### config.mk
export PLATFORM = sky130hd
export DESIGN_NAME = regfile_wb_arbiter
export DESIGN_NICKNAME = d
export VERILOG_FILES = /design/src/rtl/types_pkg.sv /design/src/rtl/rr_arbiter2.sv /design/src/rtl/regfile_wb_arbiter.sv
export SDC_FILE = /design/constraint.sdc
export NUM_CORES = 1
export LEC_CHECK = 0
export BUFFER_PORTS_ARGS = -buffer_cell sky130_fd_sc_hd__buf_2
export CAP_MARGIN = 20
export CELL_PAD_IN_SITES_DETAIL_PLACEMENT = 1
export CELL_PAD_IN_SITES_GLOBAL_PLACEMENT = 1
export CORE_MARGIN = 2
export CORE_UTILIZATION = 39
export CTS_BUF_LIST = sky130_fd_sc_hd__clkbuf_8
export CTS_CLUSTER_DIAMETER = 80
export DETAILED_ROUTE_END_ITERATION = 10
export GPL_TIMING_DRIVEN = 0
export PLACE_DENSITY_LB_ADDON = 0.1
export SETUP_SLACK_MARGIN = 0.3
export SYNTH_ARGS = -nofsm -noshare
export SYNTH_HDL_FRONTEND = slang
export SYNTH_SLANG_ARGS = --single-unit
### constraint.sdc
create_clock -name clk -period 2.8 [get_ports clk]
set_input_delay 0.28 -clock clk [delete_from_list [all_inputs] [get_ports clk]]
set_output_delay 0.28 -clock clk [all_outputs]
set_load 0.005 [all_outputs]
### src/rtl/types_pkg.sv
// Shared datapath types for the register file and its write-back path.
package types_pkg;

  localparam int REG_COUNT  = 32;
  localparam int ADDR_W     = $clog2(REG_COUNT);
  localparam int WORD_W     = 32;
  localparam int NUM_WB_REQ = 2;

  typedef logic [ADDR_W-1:0] reg_addr_t;
  typedef logic [WORD_W-1:0] word_t;

  typedef struct packed {
    logic      valid;
    reg_addr_t rd;
    word_t     data;
  } wb_req_t;

endpackage

### src/rtl/rr_arbiter2.sv
// Two-way round-robin arbiter; the pointer moves to the granted index only when update_en is high.
module rr_arbiter2 (
  input  logic       clk,
  input  logic       rst,
  input  logic [1:0] req,
  input  logic       update_en,
  output logic [1:0] gnt,
  output logic       last_grant
);

  logic last_grant_q;
  logic last_grant_d;

  // On contention the requester that did not win last time is granted.
  always_comb begin
    gnt = 2'b00;
    unique case (req)
      2'b01:   gnt = 2'b01;
      2'b10:   gnt = 2'b10;
      2'b11:   gnt = last_grant_q ? 2'b01 : 2'b10;
      default: gnt = 2'b00;
    endcase
  end

  always_comb begin
    last_grant_d = last_grant_q;
    if (update_en) last_grant_d = gnt[1];
  end

  always_ff @(posedge clk) begin
    if (rst) last_grant_q <= 1'b1;
    else     last_grant_q <= last_grant_d;
  end

  assign last_grant = last_grant_q;

endmodule

### src/rtl/regfile_wb_arbiter.sv
// Merges the execute and load write-back streams onto the single regFile write port
// and keeps a pending-destination bitmap for hazard stalls.
module regfile_wb_arbiter
  import types_pkg::*;
#(
  parameter int NUM_REQ = 2
) (
  input  logic                        clk,
  input  logic                        rst,
  input  logic      [NUM_REQ-1:0]     req_valid,
  input  reg_addr_t [NUM_REQ-1:0]     req_rd,
  input  word_t     [NUM_REQ-1:0]     req_data,
  output logic      [NUM_REQ-1:0]     req_ready,
  input  logic                        resv_valid,
  input  reg_addr_t                   resv_rd,
  output logic      [REG_COUNT-1:0]   busy,
  output logic                        wb_we,
  output reg_addr_t                   wb_addr,
  output word_t                       wb_data
);

  // Handshake: a requester's write is taken in any cycle where req_valid[i] && req_ready[i];
  // req_ready is a combinational grant and at most one bit is ever high.

  logic           handshake;
  logic           sel;
  reg_addr_t      sel_rd;
  word_t          sel_data;
  logic           commit;
  logic           last_grant;

  logic           wb_we_q,   wb_we_d;
  reg_addr_t      wb_addr_q, wb_addr_d;
  word_t          wb_data_q, wb_data_d;
  logic [REG_COUNT-1:0] busy_q, busy_d;

  rr_arbiter2 u_arb (
    .clk        (clk),
    .rst        (rst),
    .req        (req_valid[1:0]),
    .update_en  (handshake),
    .gnt        (req_ready[1:0]),
    .last_grant (last_grant)
  );

  always_comb begin
    handshake = |(req_valid & req_ready);
    sel       = req_ready[1];
    sel_rd    = req_rd[sel];
    sel_data  = req_data[sel];
    // Writes to x0 complete the handshake but never reach the register file.
    commit    = handshake && (sel_rd != '0);
  end

  always_comb begin
    wb_we_d   = commit;
    wb_addr_d = wb_addr_q;
    wb_data_d = wb_data_q;
    if (commit) begin
      wb_addr_d = sel_rd;
      wb_data_d = sel_data;
    end
  end

  // A same-cycle reservation overrides the clear: a newer write is still outstanding.
  always_comb begin
    busy_d = busy_q;
    if (commit) busy_d[sel_rd] = 1'b0;
    if (resv_valid && (resv_rd != '0)) busy_d[resv_rd] = 1'b1;
    busy_d[0] = 1'b0;
  end

  always_ff @(posedge clk) begin
    if (rst) begin
      wb_we_q   <= 1'b0;
      wb_addr_q <= '0;
      wb_data_q <= '0;
      busy_q    <= '0;
    end else begin
      wb_we_q   <= wb_we_d;
      wb_addr_q <= wb_addr_d;
      wb_data_q <= wb_data_d;
      busy_q    <= busy_d;
    end
  end

  assign wb_we   = wb_we_q;
  assign wb_addr = wb_addr_q;
  assign wb_data = wb_data_q;
  assign busy    = busy_q;

endmodule
==> results of run 1 <==
[power by group through the flow]
stage / Sequential [mW] / Clock [mW] / Combinational, mW
CTS: 1.07 / 0.757 / 0.503
global placement: 1.09 / 0 / 0.488
floorplan: 1.10 / 0 / 0.294
finish: 1.07 / 0.743 / 0.498
detailed placement: 1.10 / 0 / 0.500
global route: 1.08 / 0.796 / 0.545
[worst max-delay path, stage by stage, from the launching register on]
cell and delay, ns:
dfxtp_1 0.34, a21boi_2 0.26, mux2i_1 0.58, a21o_1 0.20, buf_6 0.13, buf_6 0.18
mux2_4 0.32
[routing by layer]
metal	global-route usage (%)	wire, um
met1	28.8	5210
met4	8.31	198
met5	0	0
met2	36.0	5530
met3	4.65	749
[logic make-up after synthesis]
group	synth area share [%]
other cells	0.100
simple gates	18.6
compound gates	13.4
mux	24.8
flops	37.4
buf+inv	5.74
[through the flow]
step	util, %	instance area, um^2	std cells	hold slack, ns	worst slack (ns)
2_1_floorplan	-	3750	397	0.396	1.04
3_3_place_gp	50.4	4680	679	0.450	0.558
3_5_place_dp	50.4	4680	679	0.458	0.538
4_1_cts	52.2	4850	695	0.232	0.638
5_1_grt	52.2	4850	695	0.270	0.526
6_report	52.2	4850	695	0.249	0.676
[path summary, 6_finish.rpt]
check / endpoint / startpoint / slack (ns)
max reg2reg: wb_addr[3]$_SDFFE_PP0N_ / u_arb.last_grant$_SDFFE_PP1P_ / 0.68
max: wb_addr[3]$_SDFFE_PP0N_ / u_arb.last_grant$_SDFFE_PP1P_ / 0.68
min reg2reg: busy[21]$_SDFF_PP0_ / busy[21]$_SDFF_PP0_ / 0.47
min: u_arb.last_grant$_SDFFE_PP1P_ / req_valid[1] / 0.25
[layout make-up]
| class | instances | share of cell area, % |
|---|---|---|
| Buffer | 31 | 4.05 |
| Tap cell | 129 | 3.33 |
| Timing Repair Buffer | 153 | 15.8 |
| Inverter | 5 | 0.387 |
| Sequential cell | 70 | 28.9 |
| Multi-Input combinational cell | 291 | 44.0 |
| Clock buffer | 9 | 2.55 |
| Clock inverter | 7 | 1.03 |
[state kept, by name, summed over array words and instances (netlist names)]
name	flops
wb_addr	5
busy	31
wb_data	32
u_arb.last_grant	1
wb_we	1
[cells in the mapped netlist, drive strengths merged]
| library cell | n |
|---|---|
| mux2i | 40 |
| dfxtp | 70 |
| or4 | 1 |
| a21boi | 1 |
| a21oi | 30 |
| buf | 18 |
| conb | 1 |
| nor2b | 39 |
| a211oi | 1 |
| o22ai | 1 |
| and2 | 2 |
| o41ai | 19 |
| nand3 | 1 |
| nand2 | 30 |
| nand2b | 11 |
| nor4 | 7 |
| a32oi | 2 |
| inv | 5 |
| nand3b | 1 |
| nor3 | 2 |
| a21o | 1 |
| o32ai | 6 |
| a311oi | 7 |
| nor2 | 49 |
| o21ai | 3 |
| clkbuf | 13 |
| mux2 | 36 |
==> reports/qor.txt, run 1 <==
Switching Power - 700 uW
Logic pwr share - 21.5%
CTS tree - done
Post-layout minimum cycle time - 2.12 ns
Crit start category - flip-flop
CORE AREA - 9280 um^2
Clock slew seen by the registers of the worst setup and hold paths - 0.08 ns
Final Cycle Share - 75.9%
Area of the multi-input gates - 2130 um^2
Final hold vios - 0
I/O pins - 156
DRT iter0 DRCs - 111
Status - finished clean
Cts bufs inserted - 9
Die area - 10400 um^2
DRC - 0
Synth Net Count - 481
# clock sinks - 70
Top post-synthesis cells by area - dfxtp_1 37%, mux2_4 13%, mux2i_1 10%, nor2b_1 6.5%, nor2_1 4.9%
Area Growth Syn to Fin - 29.4%
Final nets - 645
Post-Syn Area - 3750 um^2
Commonest non-fill, non-tap cell in the layout - buf_2
Least-Margin Pin Slew - 0.763 ns
Vias in the first global route - 3557
Vias after detailed routing - 3582
Clock Power Share - 32.1%
Fin Clk Skew - 0.00881 ns
H-Tree Depth - 3
Resized cells post-CTS - 0
DRT antenna net count - 0
Dpl hpwl - 8880 um
Starting Density - 40.4%
IO buf count - 153
Clock latency on the worst-skew pair - 0.35 ns
Crit. End Element - flip-flop
DR vias/cell - 5.15
Root Buffer - clkbuf_8
Cells on worst reg2reg path - 6
Hold Crit Class - in2reg
Yosys top cell area share - 37.4%
WP data required - 3.04 ns
LEAKAGE - 2.19 nW
Routed WL - 11700 um
Worst Hold Path Cells - 3
Layout fillers - 1174
Row count - 35
Unrepaired setup endpoints after global routing - no
Crit path kind - reg2reg
Switching part of the total power - 30.2%
Pre-antenna DRT Iters - 4
Gr usage total - 22.1%
Die height - 102 um
Wire per inst - 16.8 um
Worst rel slew slack - 47.6%
Reg power frac - 46.4%
Crit path DAT - 2.37 ns
Peak VDD IR - 0.245 mV
Congestion Overflow GR - 0
Pwr Density - 477 nW/um^2
Yosys top cell by area - dfxtp_1
Max-cap viol count - 0
CP Max Fanout - 10
Layout cells sized above 1 - 39.6%
Design Power - 2.32 mW
Storage cell area - 1400 um^2
YS warnings - 0
Post-CTS Setup Bufs - 0
Unique masters post-synth - 33
Largest net degree at the start of global routing - 14
Fin. max-slew vios - 0
Initial antenna violation count - 1
#FFs+latches synth - 70
Die width - 102 um
Clock Path Buffers - 2
Seq/Total Area, Yosys - 37.4%
Max Freq - 0.471 GHz
Setup TNS - 0 ns
Final setup viols - 0
Avg Inst Size Synth - 9.44 um^2
Ant. Diodes - 0
First-pass GRT wire length - 17900 um
Internal power - 1.62 mW
Post-Synthesis Cells - 397
Most frequent cells in the layout - 157 x buf_2, 70 x dfxtp_1, 49 x nor2_1, 39 x nor2b_1, 39 x mux2i_1
GP Congestion - 0.800
Cts-stage hold buffer count - 0
(Power assumes the default switching activity.)
==> run 2, diff against run 1 <==
ABC_AREA = 1   (was default)
CORE_UTILIZATION = 29   (was 39)
clock period = 1.9 ns   (was 2.8 ns; I/O delays follow)
==> reports/qor.txt, run 2 <==
Status - finished clean
Post-Syn Area - 3320 um^2
Count leader, synth - nand2_1
DRT antenna net count - 0
Fin. max-slew vios - 0
#FFs+latches synth - 70
Final Cycle Share - 89.9%
Top post-synthesis cells by area - dfxtp_1 42%, nand2_1 23%, nor2_1 9.3%, a21oi_1 4.7%, o21ai_0 2.9%
Row count - 39
CTS tree - done
Gr usage total - 19.5%
Final nets - 777
Layout fillers - 1507
CP Max Fanout - 7
Die height - 111 um
Met2 wire len - 5780 um
Initial antenna violation count - 0
Yosys top cell by area - dfxtp_1
Met3 WL - 615 um
Ys async rst share - 0%
YS warnings - 0
IO buf count - 152
Multiplexer share of the synthesized area - 0%
DR vias/cell - 4.57
DRT iter0 DRCs - 126
Die width - 111 um
Post-layout minimum cycle time - 1.71 ns
Pre-antenna DRT Iters - 4
Final hold vios - 0
GP Congestion - 0.781
Final std cells w/o fill - 840
First-pass GRT wire length - 19300 um
Ant. Diodes - 0
Layout cells sized above 1 - 34.4%
WP data required - 2.15 ns
Wire per inst - 14.4 um
Most frequent cells in the layout - 202 x nand2_1, 153 x buf_2, 69 x dfxtp_1, 68 x nor2_1, 31 x a21oi_1
# clock sinks - 70
Die area - 12300 um^2
Cts bufs inserted - 9
Adder-cell share of the synthesized area - 0%
LEAKAGE - 2.45 nW
Synth Net Count - 594
Cts-stage hold buffer count - 0
I/O pins - 156
Flip-flop count of the largest register after layout - 32
Setup TNS - 0 ns
Pwr Density - 714 nW/um^2
Final setup viols - 0
Routed WL - 12100 um
Dpl hpwl - 8920 um
Placed insts - 805
Congestion Overflow GR - 0
Clock slew seen by the registers of the worst setup and hold paths - 0.07 ns
Clock Path Buffers - 2
Area of the multi-input gates - 1830 um^2
Crit path DAT - 1.96 ns
Clock Power Share - 31.2%
Number of flops mapped to enable cells by yosys - 0
DRC - 0
Reg power frac - 46.2%
Seq/Total Area, Yosys - 42.2%
Met1 wire length - 5590 um
Top FF cell, synth - dfxtp_1
Worst setup margin - 0.191 ns
Crit. End Element - flip-flop
Unrepaired setup endpoints after global routing - yes
Max Freq - 0.585 GHz
Internal power - 2.41 mW
Clock latency on the worst-skew pair - 0.35 ns
Vias in the first global route - 3978
Switching Power - 1.03 mW
Complex-gate fraction of the synthesized area - 11.6%
Fin Clk Skew - 0.00659 ns
Least-Margin Pin Slew - 0.730 ns
Final Core Density - 42.7%
Main combinational cell family by area after synthesis - simple AND/OR/NAND/NOR gates
Max-cap viol count - 0
Vias after detailed routing - 3840
Storage cell area - 1400 um^2
Largest net degree at the start of global routing - 11
XOR/XNOR share of the synthesized area - 0%
Commonest cells in the netlist - 207 x nand2_1, 82 x nor2_1, 70 x dfxtp_1
Root Buffer - clkbuf_8
Avg Inst Size Synth - 6.52 um^2
Peak VDD IR - 0.344 mV
Switching part of the total power - 30.0%
Unique masters post-synth - 24
H-Tree Depth - 3
Area Growth Syn to Fin - 45.2%
DP Worst Slack - -0.228 ns
Hold Crit Class - in2reg
Yosys top cell area share - 42.2%
Top Layer Used - met4
Crit path kind - reg2reg
Logic pwr share - 22.6%
Starting Density - 29.4%
Commonest non-fill, non-tap cell in the layout - nand2_1
CORE AREA - 11300 um^2
Post-Synthesis Cells - 510
Worst rel slew slack - 51.2%
Crit start category - flip-flop
Post-synthesis simple-gate area fraction - 39.4%
run 2: changes by cell type after synthesis, sizes merged, moves of 16 or more:
cell and delta:
nor2 +35, nand2 +187, nor2b -39, o21ai +32, inv +16, o41ai -19
mux2i -40, mux2 -36
run 2: routing by layer:
metal,global-route usage [%],up-vias
li1,-,1959
met1,25.5,1770
met2,32.8,100
met3,3.77,11
met4,6.17,0
met5,0,-
run 2: final cells by class:
type / count / share of cell area [%]
clock inverter: 4 / 0.337
sequential: 70 / 29.0
buffer: 24 / 3.76
multi-input combinational: 395 / 37.8
tap: 143 / 3.71
inverter: 21 / 1.74
timing repair buffer: 172 / 20.5
clock buffer: 11 / 3.14
run 2: repair_timing:
action	4_1_cts	5_1_grt
pin swaps	5	10
setup endpoints to repair	68	69
setup buffers	10	7
gates cloned	0	3
resized for setup	26	32
hold endpoints to repair	0	0
run 2: power by group through the flow:
stage	clock, mW	combinational (mW)	sequential [mW]
3_5_place_dp	0	0.648	1.63
4_1_cts	1.13	0.717	1.59
2_1_floorplan	0	0.347	1.63
3_3_place_gp	0	0.633	1.62
6_report	1.08	0.780	1.59
5_1_grt	1.19	0.871	1.60
run 2: cells by family (layout without fill, tap and decap cells):
family / count (synthesis) / after routing
other: 1 / 1
and+or+nand+nor: 322 / 322
DFF: 70 / 70
buffers and inverters: 45 / 232
AOI/OAI and AO/OA: 72 / 72
run 2: final timing paths:
path | end | slack, ns | start | cells past startpoint
hold reg to reg | busy[5]$_SDFF_PP0_ | 0.46 | busy[5]$_SDFF_PP0_ | 2
setup / recovery | wb_data[10]$_SDFFE_PP0N_ | 0.19 | u_arb.last_grant$_SDFFE_PP1P_ | 12
setup reg to reg | wb_data[10]$_SDFFE_PP0N_ | 0.19 | u_arb.last_grant$_SDFFE_PP1P_ | 12
hold / removal | u_arb.last_grant$_SDFFE_PP1P_ | 0.12 | req_valid[0] | 2
run 2: per-stage QoR:
stage	power, mW	instance area (um^2)	hold slack, ns
floorplan	1.98	3320	0.319
global placement	2.25	4260	0.449
detailed placement	2.27	4260	0.452
CTS	3.43	4620	0.0983
global route	3.66	4830	0.111
finish	3.45	4830	0.118
run 2: worst max-delay path, cell delays in order (launching register included):
cell       delay [ns]
dfxtp_2          0.34
nand2_4          0.12
nand2_8          0.09
inv_4            0.12
nand2_2          0.08
nand2_4          0.11
nor2_4           0.05
nand2_2          0.11
nand2_4          0.10
buf_12           0.17
clkbuf_16        0.15
o21ai_1          0.12
nor2_1           0.05
==> run 3, diff against run 2 <==
CORE_UTILIZATION = 32   (was 29)
clock period = 1.8 ns   (was 1.9 ns; I/O delays follow)
==> reports/qor.txt, run 3 (synthesis gave the netlist of run 2 again) <==
Congestion Overflow GR - 0
Crit path kind - reg2reg
GP Congestion - 0.802
DP Worst Slack - -0.220 ns
Routed WL - 12900 um
Unrepaired setup endpoints after global routing - yes
Final Cycle Share - 97.5%
Least-Margin Pin Slew - 0.834 ns
WP data required - 2.06 ns
# clock sinks - 70
Die height - 106 um
Crit start category - flip-flop
I/O pins - 156
Hold Crit Class - in2reg
Starting Density - 32.6%
Dpl cell area - 4260 um^2
Initial antenna violation count - 1
Design Power - 4.06 mW
Layout fillers - 1379
Fin. max-slew vios - 0
Max Freq - 0.570 GHz
Final nets - 786
Most frequent cells in the layout - 181 x nand2_1, 155 x buf_2, 70 x nor2_1, 69 x dfxtp_1, 23 x a21oi_1
Clock slew seen by the registers of the worst setup and hold paths - 0.08 ns
Die width - 106 um
Root Buffer - clkbuf_8
Pre-antenna DRT Iters - 4
Clock latency on the worst-skew pair - 0.34 ns
Storage cell area - 1400 um^2
Vias in the first global route - 4049
Worst rel slew slack - 44.2%
Area of the multi-input gates - 2020 um^2
Dpl hpwl - 8770 um
CORE AREA - 10200 um^2
Placed insts - 798
Crit path DAT - 2.02 ns
Final setup viols - 0
DRT antenna net count - 0
Fin Clk Skew - 0.0109 ns
Wire per inst - 15.2 um
DR vias/cell - 4.68
LEAKAGE - 2.62 nW
Worst setup margin - 0.0457 ns
Max-cap viol count - 0
Post-layout minimum cycle time - 1.75 ns
Row count - 37
Design Area, Final - 5200 um^2
Pwr Density - 782 nW/um^2
CP Max Fanout - 6
Peak VDD IR - 0.461 mV
Largest net degree at the start of global routing - 13
Flip-flop count of the largest register after layout - 32
Layout cells sized above 1 - 41.6%
Vias after detailed routing - 3949
Commonest non-fill, non-tap cell in the layout - nand2_1
H-Tree Depth - 3
Crit. End Element - flip-flop
Final std cells w/o fill - 844
Area Growth Syn to Fin - 56.4%
CTS tree - done
Die area - 11200 um^2
Cts bufs inserted - 9
DRC - 0
Final hold vios - 0
Hold_ws - 0.121 ns
Clock Path Buffers - 2
Status - finished clean
Gr usage total - 22.6%
DRT iter0 DRCs - 137
IO buf count - 152
First-pass GRT wire length - 20000 um
run 3: stage by stage:
| step | utilization (%) | TNS (ns) |
|---|---|---|
| finish | 51.0 | 0 |
| global route | 51.0 | -0.396 |
| CTS | 47.8 | 0 |
| detailed placement | 41.8 | -3.20 |
| global placement | 41.8 | -3.08 |
| floorplan | - | 0 |
run 3: power by group:
part	switching, mW	internal [mW]
Clock	0.634	0.814
Combinational	0.522	0.411
Sequential	0.0462	1.64
Total	1.20	2.86
run 3: area by class of cell:
cell class	count	area share, %
sequential	70	27.0
clock buffer	10	2.65
buffer	24	3.63
tap	136	3.27
multi-input combinational	395	38.8
antenna	1	0.0481
inverter	21	1.76
timing repair buffer	181	21.2
clock inverter	6	1.64
run 3: what timing repair did:
| action | 4_1_cts | 5_1_grt |
|---|---|---|
| setup endpoints to repair | 70 | 70 |
| cloned | 1 | 1 |
| hold buffers | 0 | 0 |
| endpoints found under the hold margin | 0 | 0 |
| resized for setup | 59 | 64 |
| setup buffers | 19 | 8 |
| pin swaps | 14 | 35 |
run 3: worst paths after layout:
kind | start | to | slack [ns] | depth (start not counted)
setup / recovery | u_arb.last_grant$_SDFFE_PP1P_ | wb_addr[1]$_SDFFE_PP0N_ | 0.05 | 12
hold / removal | req_valid[0] | u_arb.last_grant$_SDFFE_PP1P_ | 0.12 | 2
setup reg to reg | u_arb.last_grant$_SDFFE_PP1P_ | wb_addr[1]$_SDFFE_PP0N_ | 0.05 | 12
hold reg to reg | busy[4]$_SDFF_PP0_ | busy[4]$_SDFF_PP0_ | 0.46 | 2
run 3: per-layer routing:
metal | wire, um | global-route usage [%] | part of all wire (%) | vias to the layer above
met5 | 0 | 0 | 0 | -
met3 | 795 | 5.21 | 6.2 | 21
met4 | 273 | 7.89 | 2.1 | 0
met1 | 5460 | 27.8 | 42 | 1829
li1 | - | - | - | 1983
met2 | 6330 | 38.9 | 49 | 116
run 3: critical path, cell delays in order (launching register included):
cell and delay (ns):
dfxtp_2 0.36, nand2_4 0.09, nand2_8 0.11, nand2_1 0.09
nand2_2 0.15, nand2_4 0.08, nor2_4 0.13, nand2_2 0.09
nand2_4 0.10, buf_12 0.14, buf_8 0.14, nand2_2 0.05
a21oi_2 0.14
